`src/rtl/slv_rst_ctrl.sv`:
```
// slv_rst_ctrl: sequences a timed active-low subordinate reset with isolation and a completion pulse.
module slv_rst_ctrl #(
  parameter int CntWidth    = 10,
  parameter int RstCntWidth = 8
) (
  input  logic                   clk_i,
  input  logic                   rst_i,
  input  logic                   rst_req_i,
  input  logic [CntWidth-1:0]    hold_cycles_i,
  input  logic [CntWidth-1:0]    recover_cycles_i,
  output logic                   slv_rst_no,
  output logic                   slv_iso_o,
  output logic                   rst_stat_o,
  output logic                   busy_o,
  output logic [RstCntWidth-1:0] rst_cnt_o
);
  typedef enum logic [2:0] {IDLE, ASSERT, RECOVER, DONE, WAIT_REL} state_e;
  state_e                 state_q, state_d;
  logic [CntWidth-1:0]    cnt_q, cnt_d, rec_q, rec_d;
  logic [RstCntWidth-1:0] rst_cnt_q, rst_cnt_d;
  always_comb begin
    state_d   = state_q;
    cnt_d     = cnt_q;
    rec_d     = rec_q;
    rst_cnt_d = rst_cnt_q;
    case (state_q)
      IDLE: if (rst_req_i) begin
        state_d = ASSERT;
        cnt_d   = (hold_cycles_i == '0) ? CntWidth'(1) : hold_cycles_i;
        rec_d   = (recover_cycles_i == '0) ? CntWidth'(1) : recover_cycles_i;
      end
      ASSERT: if (cnt_q == CntWidth'(1)) begin
        state_d = RECOVER;
        cnt_d   = rec_q;
      end else cnt_d = cnt_q - CntWidth'(1);
      // Count on entry to DONE so the new value is visible alongside rst_stat_o.
      RECOVER: if (cnt_q == CntWidth'(1)) begin
        state_d   = DONE;
        rst_cnt_d = (&rst_cnt_q) ? rst_cnt_q : rst_cnt_q + RstCntWidth'(1);
      end else cnt_d = cnt_q - CntWidth'(1);
      DONE:     state_d = WAIT_REL;
      WAIT_REL: state_d = rst_req_i ? WAIT_REL : IDLE;
      default:  state_d = IDLE;
    endcase
  end
  always_ff @(posedge clk_i) begin
    if (rst_i) begin
      state_q   <= IDLE;
      cnt_q     <= '0;
      rec_q     <= '0;
      rst_cnt_q <= '0;
    end else begin
      state_q   <= state_d;
      cnt_q     <= cnt_d;
      rec_q     <= rec_d;
      rst_cnt_q <= rst_cnt_d;
    end
  end
  assign slv_rst_no = (state_q != ASSERT);
  assign slv_iso_o  = (state_q != IDLE);
  assign busy_o     = (state_q != IDLE);
  assign rst_stat_o = (state_q == DONE);
  assign rst_cnt_o  = rst_cnt_q;
endmodule

```
`config.mk`:
```
export PLATFORM = sky130hd
export DESIGN_NAME = slv_rst_ctrl
export DESIGN_NICKNAME = d
export VERILOG_FILES = /design/src/rtl/slv_rst_ctrl.sv
export SDC_FILE = /design/constraint.sdc
export NUM_CORES = 1
export LEC_CHECK = 0
export ABC_AREA = 1
export CORE_MARGIN = 1
export CORE_UTILIZATION = 39
export CTS_BUF_LIST = sky130_fd_sc_hd__clkbuf_4 sky130_fd_sc_hd__clkbuf_8
export CTS_CLUSTER_SIZE = 28
export DETAILED_ROUTE_END_ITERATION = 10
export PLACE_DENSITY_LB_ADDON = 0.3
export SETUP_SLACK_MARGIN = 0.05
export SLEW_MARGIN = 20
export SYNTH_ARGS = -nofsm -noshare
export SYNTH_HDL_FRONTEND = slang
export SYNTH_SLANG_ARGS = --single-unit
```
`constraint.sdc`:
```
create_clock -name clk_i -period 2.95 [get_ports clk_i]
set_input_delay 0.295 -clock clk_i [delete_from_list [all_inputs] [get_ports clk_i]]
set_output_delay 0.295 -clock clk_i [all_outputs]
set_load 0.02 [all_outputs]
```
==> results.json <==
{
  "postCtsResizedCells": 0,
  "total_routing_usage_reported_by_global_routing": 0.181,
  "post_cts_setup_repair_buffer_count": 0,
  "crit_path_end_kind": "output port",
  "via_count_of_the_first_global_routing_pass": 1669,
  "sw_frac_of_total": 0.473,
  "die_y_microns": 73.4,
  "finalSetupViolations": 0,
  "worstSetupStartpointType": "flip-flop",
  "internal-power_mw": 1.13,
  "cts_made_buffers": 5,
  "warnings_synthesis": 0,
  "timing_worst_slew_pin_value_ps": 527,
  "synth-seq-cells": 31,
  "total_power_mw": 2.14,
  "pleak_nw": 1.07,
  "critPathKind": "reg -> out",
  "netlist_instances": 310,
  "synth.distinct_cells": 33,
  "register_area_sq_um": 621,
  "worst_slew_margin_relative_to_its_limit": 0.646,
  "hold_path_startpoint": "rec_q[8]",
  "die_x_microns": 73.4,
  "run_status": "completed",
  "start_util": 0.413,
  "clockRootBuffer": "sky130_fd_sc_hd__clkbuf_8",
  "drive_above_1_share": 0.0954,
  "clk-insertion-delay-late_ps": 290,
  "power.sequential.fraction": 0.291,
  "post_synth_instance_area_sq_um": 1990,
  "routed_wl_mm": 4.54,
  "cellPowerDensity_nw_per_um2": 867,
  "drtIter0Drc": 122,
  "cts.clk_slew.worst_paths_ps": 60,
  "initial_antenna_violation_count": 0,
  "worst_r2r_endpoint": "cnt_q[8]",
  "cts_htree_levels": 2,
  "maxSlewViolCount": 0,
  "regToRegSetupSlack_ps": 1260,
  "synthToLayoutAreaGrowth_pct": 24.2,
  "cp.arrival_ps": 1730,
  "antenna_left": 0,
  "io_pins": 35,
  "area_of_the_die_sq_um": 5390,
  "worst_r2r_path_depth": 9,
  "tritoncts_clock_tree": "done",
  "critical_path_peak_fanout": 6,
  "timing.hold.worst_endpoint": "rec_q[8]",
  "fmax_ghz": 0.493,
  "layout_commonest_cell": "sky130_fd_sc_hd__nand2_1",
  "finish.utilization": 0.513,
  "num-nets-final": 372,
  "insertedDiodeCount": 0,
  "worstPathRequired_ps": 2650,
  "maxCapViolations": 0,
  "grt_setup_unrepaired": "no",
  "layout.filler_cells": 518,
  "synth.net_count": 336,
  "fraction_of_the_yosys_area_taken_by_sequential_cells": 0.312,
  "power.combinational.fraction": 0.548,
  "post-route-period-util": 0.688,
  "sum_of_negative_setup_slack_ps": 0,
  "dp_wirelength_mm": 3.47,
  "drt_drc_violations_left": 0,
  "first_pass_detailed_route_iteration_total": 4,
  "finalCriticalPeriod_ps": 2030,
  "mean_routed_wirelength_per_cell_microns": 11.0,
  "worst_clock_skew_ps": 8.56,
  "vdd_ir_drop_max_mv": 0.503,
  "multi_input_comb_area_sq_um": 1160,
  "avgSynthCellArea_sq_um": 6.41,
  "clockPowerShare": 0.160,
  "timing_hold_violations_final": 0,
  "holdCritPathClass": "reg -> reg",
  "final_cell_mix": "sky130_fd_sc_hd__nand2_1 (90), sky130_fd_sc_hd__nor2_1 (43), sky130_fd_sc_hd__inv_1 (40)",
  "place_congestion": 0.820,
  "globalRouteOverflowTotal": 0,
  "cts_buffer_depth": 2,
  "cts_hold_repair.buffers": 0,
  "total_switching_power_mw": 1.01,
  "core_region_area_sq_um": 4820,
  "cts_num_sinks": 31,
  "crit_start": "state_q[1]",
  "crit-reg2reg-launch": "cnt_q[1]",
  "global_route_wire_length_before_repair_mm": 7.47,
  "vias_per_cell": 4.69,
  "port_buffers": 34,
  "worst_hold_path.num_cells": 2,
  "grt_max_degree": 20,
  "floorplan.rows": 25,
  "dr_total_vias": 1938
}
==> power by group through the flow <==
stage / registers, mW / clock network (mW) / logic, mW
2_1_floorplan: 0.612 / 0 / 0.931
3_3_place_gp: 0.628 / 0 / 1.15
3_5_place_dp: 0.632 / 0 / 1.17
4_1_cts: 0.623 / 0.350 / 1.17
5_1_grt: 0.638 / 0.371 / 1.32
6_report: 0.624 / 0.344 / 1.17
==> critical path, stage by stage (launching register included) <==
cell                              delay, ps
sky130_fd_sc_hd__dfxtp_1                440
sky130_fd_sc_hd__inv_2                  100
sky130_fd_sc_hd__nor3_1                 260
sky130_fd_sc_hd__clkdlybuf4s50_1        650
==> cells by family after synthesis <==
family,share of synthesized area
xor gates and xnor gates,0.0485
and+or+nand+nor,0.385
DFF,0.312
AOI/OAI and AO/OA,0.131
buffers and inverters,0.105
adders and majority gates,0.0189
==> flip-flops by register name, indices dropped and copies added, names as in the netlist <==
signal and cells:
cnt_q 10, rec_q 10, rst_cnt_o 8, state_q 3
==> per-stage QoR <==
stage / std cells / instance area, sq um / hold slack [ps] / setup WS (ps)
2_1_floorplan: 310 / 1990 / 373 / 1530
4_1_cts: 413 / 2470 / 472 / 892
6_report: 413 / 2470 / 474 / 921
5_1_grt: 413 / 2470 / 501 / 808
3_3_place_gp: 406 / 2380 / 450 / 835
3_5_place_dp: 406 / 2380 / 461 / 811
==> synthesized netlist by cell type <==
library cell / number / area [sq um]
sky130_fd_sc_hd__a211oi_1: 2 / 15.0
sky130_fd_sc_hd__a21oi_1: 19 / 95.1
sky130_fd_sc_hd__a21oi_2: 8 / 70.1
sky130_fd_sc_hd__a22oi_1: 1 / 7.51
sky130_fd_sc_hd__buf_2: 3 / 15.0
sky130_fd_sc_hd__buf_4: 1 / 7.51
sky130_fd_sc_hd__buf_6: 1 / 11.3
sky130_fd_sc_hd__clkbuf_1: 1 / 3.75
sky130_fd_sc_hd__clkinv_1: 1 / 3.75
sky130_fd_sc_hd__clkinv_2: 2 / 10.0
sky130_fd_sc_hd__dfxtp_1: 31 / 621
sky130_fd_sc_hd__ha_1: 3 / 37.5
sky130_fd_sc_hd__inv_1: 40 / 150
sky130_fd_sc_hd__inv_2: 2 / 7.51
sky130_fd_sc_hd__nand2_1: 90 / 338
sky130_fd_sc_hd__nand2_2: 2 / 12.5
sky130_fd_sc_hd__nand3_1: 19 / 95.1
sky130_fd_sc_hd__nand3_2: 2 / 20.0
sky130_fd_sc_hd__nand3_4: 1 / 17.5
sky130_fd_sc_hd__nand4_1: 3 / 18.8
sky130_fd_sc_hd__nand4_4: 1 / 21.3
sky130_fd_sc_hd__nor2_1: 43 / 161
sky130_fd_sc_hd__nor2_2: 4 / 25.0
sky130_fd_sc_hd__nor2_4: 2 / 22.5
sky130_fd_sc_hd__nor3_1: 2 / 10.0
sky130_fd_sc_hd__nor3_4: 1 / 16.3
sky130_fd_sc_hd__nor4_1: 1 / 6.26
sky130_fd_sc_hd__o211ai_1: 1 / 7.51
sky130_fd_sc_hd__o21ai_0: 9 / 45.0
sky130_fd_sc_hd__o21ai_1: 1 / 5.00
sky130_fd_sc_hd__o21bai_1: 2 / 15.0
sky130_fd_sc_hd__xnor2_1: 2 / 17.5
sky130_fd_sc_hd__xor2_1: 9 / 78.8
==> final cells by class <==
cell class,count,area share
well taps,67,0.0339
clock inverters,1,0.00203
clock buffers,6,0.0334
flip-flops and latches,31,0.251
multi-input cells,228,0.469
repair buffers,35,0.141
inverters,45,0.0694
==> layer usage <==
metal / vias to the layer above / track usage / part of all wire
li1: 1040 / - / -
met1: 855 / 0.255 / 0.51
met2: 37 / 0.273 / 0.45
met3: 6 / 0.0412 / 0.030
met4: 0 / 0.0577 / 0.011
met5: - / 0 / 0
==> worst max path at each step <==
stage | endpoint | slack, ps | depth (start not counted)
detailed placement | state_q[1] | 810 | 4
floorplan | rst_cnt_o[0] | 1530 | 8
global route | rst_stat_o | 810 | 3
CTS | rst_stat_o | 890 | 3
global placement | state_q[1] | 830 | 4
finish | rst_stat_o | 920 | 3
No activity file was read; power rests on OpenSTA's default activity.
